**src/rtl/pipe_stage_reg.sv**
```systemverilog
// Purpose : one pipeline stage as a two-entry skid buffer (main = head, skid = overflow).
// Latency : one cycle from input transfer to out_valid when empty; one transfer per cycle in steady state.
// Backpres: in_ready comes from registered state and flush only, so out_ready has no path to in_ready.
//
// Ports:
//   CLK, nRST              clock, asynchronous active-low reset
//   in_valid/in_ready/in_data     upstream valid-ready handshake and payload
//   out_valid/out_ready/out_data  downstream valid-ready handshake and head payload
//   flush                  synchronous squash of both entries (wins over any input transfer)
//   clr_cnt                synchronous clear of both performance counters
//   stall_cnt, bubble_cnt  saturating counters of stalled and starved cycles
module pipe_stage_reg #(
  parameter int                DATA_W   = 32,
  parameter logic [DATA_W-1:0] NOP_DATA = '0,
  parameter int                CNT_W    = 16
) (
  input  logic              CLK,
  input  logic              nRST,
  input  logic              in_valid,
  output logic              in_ready,
  input  logic [DATA_W-1:0] in_data,
  output logic              out_valid,
  input  logic              out_ready,
  output logic [DATA_W-1:0] out_data,
  input  logic              flush,
  input  logic              clr_cnt,
  output logic [CNT_W-1:0]  stall_cnt,
  output logic [CNT_W-1:0]  bubble_cnt
);

  typedef logic [DATA_W-1:0] word_t;
  typedef logic [CNT_W-1:0]  cnt_t;

  typedef enum logic [1:0] {
    EMPTY = 2'd0,
    ONE   = 2'd1,
    FULL  = 2'd2
  } state_t;

  state_t state, state_nxt;
  word_t  main_q, main_nxt;
  word_t  skid_q, skid_nxt;
  cnt_t   stall_q, bubble_q;

  logic in_xfer;
  logic out_xfer;
  logic stall_inc;
  logic bubble_inc;

  // Handshake decode: only registered state and flush feed in_ready.
  assign out_valid = (state != EMPTY);
  assign out_data  = (state == EMPTY) ? NOP_DATA : main_q;
  assign in_ready  = (state != FULL) & ~flush;

  assign in_xfer  = in_valid & in_ready;
  assign out_xfer = out_valid & out_ready;

  always_ff @(posedge CLK or negedge nRST) begin
    if (!nRST) begin
      state  <= EMPTY;
      main_q <= NOP_DATA;
      skid_q <= NOP_DATA;
    end else begin
      state  <= state_nxt;
      main_q <= main_nxt;
      skid_q <= skid_nxt;
    end
  end

  always_comb begin
    state_nxt = state;
    main_nxt  = main_q;
    skid_nxt  = skid_q;
    if (flush) begin
      // Squash everything; a head word handshaked this same cycle is
      // still considered delivered downstream.
      state_nxt = EMPTY;
      main_nxt  = NOP_DATA;
      skid_nxt  = NOP_DATA;
    end else begin
      case (state)
        EMPTY: begin
          if (in_xfer) begin
            main_nxt  = in_data;
            state_nxt = ONE;
          end
        end
        ONE: begin
          if (in_xfer && out_xfer) begin
            main_nxt = in_data;
          end else if (in_xfer) begin
            skid_nxt  = in_data;
            state_nxt = FULL;
          end else if (out_xfer) begin
            main_nxt  = NOP_DATA;
            state_nxt = EMPTY;
          end
        end
        FULL: begin
          // in_ready is low here, so only the drain path matters.
          if (out_xfer) begin
            main_nxt  = skid_q;
            skid_nxt  = NOP_DATA;
            state_nxt = ONE;
          end
        end
        default: begin
          state_nxt = EMPTY;
          main_nxt  = NOP_DATA;
          skid_nxt  = NOP_DATA;
        end
      endcase
    end
  end

  // Performance counters saturate at all-ones; clr_cnt beats an increment.
  assign stall_inc  = out_valid & ~out_ready & ~(&stall_q);
  assign bubble_inc = out_ready & ~out_valid & ~(&bubble_q);

  always_ff @(posedge CLK or negedge nRST) begin
    if (!nRST) begin
      stall_q  <= '0;
      bubble_q <= '0;
    end else if (clr_cnt) begin
      stall_q  <= '0;
      bubble_q <= '0;
    end else begin
      if (stall_inc) begin
        stall_q <= stall_q + cnt_t'(1);
      end
      if (bubble_inc) begin
        bubble_q <= bubble_q + cnt_t'(1);
      end
    end
  end

  assign stall_cnt  = stall_q;
  assign bubble_cnt = bubble_q;

endmodule

```
**config.mk**
```make
export PLATFORM = sky130hd
export DESIGN_NAME = pipe_stage_reg
export DESIGN_NICKNAME = d
export VERILOG_FILES = /design/src/rtl/pipe_stage_reg.sv
export SDC_FILE = /design/constraint.sdc
export NUM_CORES = 1
export LEC_CHECK = 0
export CAP_MARGIN = 20
export CORE_ASPECT_RATIO = 1.75
export CORE_UTILIZATION = 25
export CTS_CLUSTER_DIAMETER = 60
export DETAILED_ROUTE_END_ITERATION = 10
export DONT_BUFFER_PORTS = 1
export PLACE_DENSITY = 0.46
export SLEW_MARGIN = 20
export SYNTH_ARGS = -nofsm -noshare
export SYNTH_HDL_FRONTEND = slang
export SYNTH_SLANG_ARGS = --single-unit
```
**constraint.sdc**
```tcl
create_clock -name CLK -period 2 [get_ports CLK]
set_input_delay 0.6 -clock CLK [delete_from_list [all_inputs] [get_ports CLK]]
set_output_delay 0.6 -clock CLK [all_outputs]
set_load 0.02 [all_outputs]
```
==> results of run 1 <==
registers in the layout, indices dropped and copies added (netlist names):
| signal | count |
|---|---|
| skid_q | 32 |
| bubble_cnt | 16 |
| stall_cnt | 16 |
| main_q | 32 |
| state | 2 |
cells by family (layout without fill, tap and decap cells):
logic type	Yosys count	after routing
and+or+nand+nor	163	163
AOI/OAI and AO/OA	131	131
DFF	98	98
buffers and inverters	73	118
muxes	36	36
adders and majority gates	2	2
xor gates and xnor gates	1	1
cells in the final DEF (no fill, tap or decap), drive strengths merged, types with 2 or more instances in the layout:
cell,netlist,routed
mux2,2,2
o31ai,14,14
nand2b,2,2
o2bb2ai,32,32
o41ai,3,3
dfrtp,98,98
o21a,2,2
o21ai,13,13
nor3,6,6
ha,2,2
inv,37,37
o21ba,2,2
and4,2,2
buf,6,64
nor2,10,10
o22a,2,2
nand3,11,11
nor3b,2,2
nor2b,7,7
nand4,11,11
mux2i,34,34
bufinv,0,3
or3,14,14
a21oi,31,31
clkbuf,30,11
clkinv,0,2
and2,35,35
or4,14,14
a22oi,32,32
and3,4,4
nand2,40,40
critical path, stage by stage, from the launching register on:
cell       delay [ns]
dfrtp_2          0.45
nor2_4           0.15
inv_4            0.07
clkbuf_16        0.17
and2_4           0.17
final timing paths:
| check | end | depth (start not counted) |
|---|---|---|
| min in group CLK | state[0] | 1 |
| setup reg to reg | bubble_cnt[10] | 5 |
| max in group asynchronous | state[0] | 0 |
| hold reg to reg | main_q[8] | 1 |
| setup / recovery | out_data[1] | 4 |
| hold / removal | skid_q[17] | 0 |
through the flow:
| stage | cells | setup TNS, ns | hold WS [ns] |
|---|---|---|---|
| 5_1_grt | 790 | -0.751 | -0.0985 |
| 2_1_floorplan | 504 | -0.193 | 0.304 |
| 3_3_place_gp | 763 | 0 | 0.307 |
| 4_1_cts | 781 | -0.00195 | -0.0959 |
| 6_report | 790 | 0 | -0.0717 |
| 3_5_place_dp | 763 | 0 | 0.307 |
synthesized netlist by cell type, types with 2 or more instances:
library cell and count:
o41ai_1 3, nand4_1 11, o22a_1 2, and2_1 35, nor2_1 10, nand3_1 11, inv_1 36, o31ai_1 14
nand2b_1 2, nand2_1 40, a21oi_1 31, buf_2 6, o21ba_1 2, and3_1 4, nor3_1 6, clkbuf_1 30
o2bb2ai_1 32, mux2i_1 34, o21a_1 2, and4_1 2, mux2_1 2, or4_1 14, a22oi_1 32, ha_1 2
o21ai_1 12, dfrtp_1 98, nor2b_1 7, or3_1 14
power by group through the flow:
stage,Combinational (µW),Sequential (µW),Clock [µW]
CTS,538,2140,2120
floorplan,353,2160,0
finish,564,2140,2060
global placement,490,2170,0
detailed placement,502,2170,0
global route,620,2150,2180
what timing repair did:
action	in CTS	in global routing
resized for setup	70	6
buffers inserted	2	7
pin swaps	15	7
endpoints found under the setup margin	34	41
hold endpoints to repair	98	98
cloned	0	2
routing by layer:
metal	share of wire (%)	track usage [%]	routed length [µm]
met5	0	0	0
met3	6.4	4.36	909
met4	1.0	5.56	145
met1	40	15.9	5670
met2	53	25.7	7560
cell type report:
cell class / instances / area, µm² / share of cell area [%]
inverters: 37 / 141 / 2.27
flip-flops and latches: 98 / 2450 / 39.4
clock buffers: 10 / 229 / 3.68
repair buffers: 65 / 592 / 9.50
multi-input cells: 333 / 2390 / 38.4
clock inverters: 6 / 115 / 1.85
well taps: 241 / 302 / 4.84
==> impl_metrics.json, run 1 <==
{
  "rsz0062_at_grt": "yes",
  "yosysTopAreaCellShare_pct": 49.4,
  "initial_utilization_pct": 25.8,
  "switchingPower_uw": 1200,
  "coreArea_um2": 19300,
  "layout_min_cycle_time_ns": 1.96,
  "num_antenna_cells": 0,
  "power.share.clock_pct": 43.2,
  "cts_sinks": 98,
  "synth.largest_area_cell": "dfrtp_1",
  "max_slew_margin_pct": 66.9,
  "drtIter0Drc": 200,
  "cp_data_required_time_ns": 1.40,
  "fin_util_pct": 32.3,
  "finClkSkew_ns": 0.00483,
  "finalSetupViolations": 0,
  "fillers": 1989,
  "syn_area_um2": 4970,
  "rows": 67,
  "wl_per_cell_um": 18.1,
  "finalHoldViolations": 98,
  "violations": "negative hold slack",
  "synth_fa_ha_area_share_pct": 0.504,
  "swShare_pct": 25.2,
  "drive_gt1_share_pct": 23.5,
  "fmax_mhz": 509,
  "ioPinCount": 104,
  "vias": 4059,
  "pwr-share-seq_pct": 45.0,
  "hpwl_um": 9110,
  "start_kind": "register",
  "fin_area_um2": 6230,
  "cts_buffers": 9,
  "die_y_um": 188,
  "die_x_um": 109,
  "crit_start": "state[0]",
  "syn_avg_cell_area_um2": 9.86,
  "whs_ns": -0.0717,
  "synth-xor-area-share_pct": 0.176,
  "status": "finished, violations left",
  "ys_seq_area_share_pct": 49.4,
  "cts-root-buf": "clkbuf_16",
  "synth_top_flop_cell": "dfrtp_1",
  "ys_ff_latch": 98,
  "syn_to_final_growth_pct": 25.3,
  "dieArea_um2": 20500,
  "synth_top_family_by_area": "compound AO/OA/AOI/OAI gates",
  "synth_cell_type_count": 38,
  "critical_path_class": "register to output port",
  "critPathArrivalTime_ns": 1.36,
  "first_pass_iters": 4,
  "grt_first_pass_wirelength_um": 22500,
  "synth_area_leaders": "dfrtp_1, mux2i_1, o2bb2ai_1",
  "p_per_area_nw_per_um2": 765,
  "p_leak_uw": 0.00266,
  "cts.reportedPaths.clkPinSlew_ns": 0.07,
  "antenna_found_initial": 0,
  "htree_levels": 3,
  "hold_class": "input pin to asynchronous set/reset pin",
  "power_uw": 4760,
  "slew_viol_final": 0,
  "clk_latency_ns": 0.36,
  "pwr-share-comb_pct": 11.8,
  "setup_ws_ns": 0.0355,
  "p_int_uw": 3560,
  "min_period_over_period_pct": 98.2,
  "cap_violations": 0,
  "yosys.area_share.simple_pct": 18.4,
  "reg2reg_slack_ns": 0.04,
  "cp_max_fo": 9,
  "grt_pass1_vias": 4284,
  "drc": 0,
  "ant_nets": 0,
  "async_reset_ff_share_pct": 100,
  "rr_startpoint": "state[0]",
  "peakVddDrop_v": 0.000487,
  "synth_compound_area_share_pct": 18.6,
  "vias_per_cell": 5.14,
  "muxShareOfSynthArea_pct": 7.30,
  "wl_um": 14300,
  "clockBufferDepth": 2,
  "ys_warn_count": 0,
  "grt_max_degree": 99,
  "grt.total_usage_pct": 14.5,
  "synth_edf_count": 0,
  "finish.net_count": 584,
  "io_buffers": 0,
  "tightest_slew_ns": 0.494,
  "dp_slack_ns": 0.0140,
  "globalRouteOverflowTotal": 0,
  "cp-end-kind": "output port",
  "place_area_um2": 5660,
  "synthCells": 504,
  "cts_tree": "done",
  "synth_nets": 544,
  "gp_congestion": 0.782
}
Note: power is estimated with default switching activity, not from simulation.
==> inputs of run 2 (changes only) <==
==> constraint.sdc (replaced) <==
create_clock -name CLK -period 2 [get_ports CLK]
set_input_delay 0.2 -clock CLK [delete_from_list [all_inputs] [get_ports CLK]]
set_output_delay 0.2 -clock CLK [all_outputs]
set_load 0.02 [all_outputs]
==> impl_metrics.json, run 2 (synthesis gave the netlist of run 1 again) <==
{
  "critPathArrivalTime_ns": 1.69,
  "max_slew_margin_pct": 68.2,
  "grt_max_degree": 99,
  "finish.net_count": 612,
  "mostFrequentLayoutCell": "dfrtp_1",
  "multi_input_area_um2": 2370,
  "cpPeakStageDelay_ns": 0.38,
  "dieArea_um2": 20500,
  "clk_latency_ns": 0.35,
  "crit_start": "state[0]",
  "swShare_pct": 27.3,
  "cts_buffers": 9,
  "ant_nets": 0,
  "fmax_mhz": 528,
  "path_cells": "buf_4 -> buf_4 -> nor2_2 -> inv_2 -> buf_12 -> and2_1",
  "syn_to_final_growth_pct": 29.3,
  "rows": 67,
  "drc": 0,
  "whs_ns": -0.466,
  "fillers": 2005,
  "status": "finished, violations left",
  "coreArea_um2": 19300,
  "io_buffers": 0,
  "wl_per_cell_um": 17.6,
  "regArea_um2": 2450,
  "antenna_found_initial": 0,
  "reg.largest.list": "main_q (32), skid_q (32)",
  "finClkSkew_ns": 0.00607,
  "vias_per_cell": 5.10,
  "slew_viol_final": 0,
  "htree_levels": 3,
  "first_pass_iters": 6,
  "pwr-share-seq_pct": 47.8,
  "layout_min_cycle_time_ns": 1.89,
  "start_kind": "register",
  "critical_path_class": "register to output port",
  "ioPinCount": 104,
  "clockBufferDepth": 2,
  "num_antenna_cells": 0,
  "cts.reportedPaths.clkPinSlew_ns": 0.07,
  "violations": "negative hold slack",
  "gp_congestion": 0.765,
  "p_int_uw": 3250,
  "p_per_area_nw_per_um2": 696,
  "pwr-share-comb_pct": 13.2,
  "instances_no_fill": 818,
  "reg2reg_slack_ns": 0.14,
  "worst_r2r_endpoint": "stall_cnt[11]",
  "fin_area_um2": 6430,
  "drtIter0Drc": 169,
  "cp_max_fo": 33,
  "globalRouteOverflowTotal": 0,
  "grt.total_usage_pct": 14.9,
  "grt_first_pass_wirelength_um": 23300,
  "cts-root-buf": "clkbuf_16",
  "power.share.clock_pct": 38.9,
  "min_period_over_period_pct": 94.7,
  "cts_hold_buffers": 36,
  "die_x_um": 109,
  "p_leak_uw": 0.00272,
  "vias": 4168,
  "finalSetupViolations": 0,
  "cts_sinks": 98,
  "hold_class": "input pin to asynchronous set/reset pin",
  "r2r_cells": 6,
  "cp-end-kind": "output port",
  "power_uw": 4470,
  "layout_common_cells": "dfrtp_1, buf_4, nand2_1",
  "die_y_um": 188,
  "hpwl_um": 9010,
  "rr_startpoint": "state[1]",
  "initial_utilization_pct": 25.8,
  "grt_pass1_vias": 4415,
  "cts_tree": "done",
  "place_area_um2": 5640,
  "peakVddDrop_v": 0.000599,
  "path_common_cell": "buf_4",
  "dp.cells": 762,
  "finalHoldViolations": 98,
  "crit_path_end": "out_data[10]",
  "drive_gt1_share_pct": 20.3,
  "cp_data_required_time_ns": 1.80,
  "wl_um": 14400,
  "switchingPower_uw": 1220,
  "cap_violations": 0,
  "slowest_stage": "dfrtp_1",
  "tightest_slew_ns": 0.473
}
-- run 2: cell count changes in the layout (fill, tap and decap cells not counted), moves of 3 or more --
| cell | before | now |
|---|---|---|
| inv_6 | 0 | 4 |
| dlygate4sd3_1 | 0 | 35 |
| buf_6 | 3 | 0 |
| bufinv_16 | 3 | 0 |
| buf_4 | 55 | 51 |
-- run 2: layout make-up --
cell class | count | area share, %
Sequential cell | 98 | 38.2
Multi-Input combinational cell | 333 | 36.8
Timing Repair Buffer | 93 | 13.6
Tap cell | 241 | 4.69
Clock buffer | 10 | 3.72
Inverter | 37 | 2.16
Clock inverter | 6 | 0.837
-- run 2: power groups by stage --
stage / Combinational (µW) / Clock (µW) / Sequential (µW)
2_1_floorplan: 350 / 0 / 2160
3_3_place_gp: 481 / 0 / 2170
3_5_place_dp: 492 / 0 / 2170
4_1_cts: 568 / 1820 / 2130
5_1_grt: 650 / 1880 / 2150
6_report: 592 / 1740 / 2140
-- run 2: worst min-delay path by stage --
stage                          to  startpoint  slack (ns)
detailed placement      skid_q[8]        nRST       -0.09
CTS                    skid_q[16]        nRST       -0.49
floorplan           bubble_cnt[0]        nRST        -0.1
global placement        skid_q[8]        nRST       -0.09
finish                  skid_q[8]        nRST       -0.47
global route           skid_q[13]        nRST       -0.49
-- run 2: timing repair --
action,CTS,global route
endpoints found under the hold margin,161,98
endpoints found under the setup margin,32,45
gates resized for setup,4,63
pin swaps,0,4
buffers inserted,0,4
-- run 2: layer usage --
metal / global-route usage (%) / up-vias / part of all wire [%]
li1: - / 1970 / -
met1: 16.4 / 2093 / 41
met2: 26.9 / 92 / 52
met3: 3.49 / 13 / 5.0
met4: 5.56 / 0 / 1.5
met5: 0 / - / 0
-- run 2: metrics by stage --
step	setup TNS, ns	util (%)	setup slack, ns
6_report	0	33.3	0.107
5_1_grt	-0.0174	33.3	-0.0122
4_1_cts	-0.00931	32.7	-0.00381
2_1_floorplan	0	-	0.00235
3_5_place_dp	0	29.2	0.0632
3_3_place_gp	0	29.2	0.109
-- run 2: critical path: cells and delay by family, from the launching register on --
kind                   cells  cell delay (ns)
DFF                        1             0.38
and+or+nand+nor            2             0.39
buffers and inverters      4             0.57
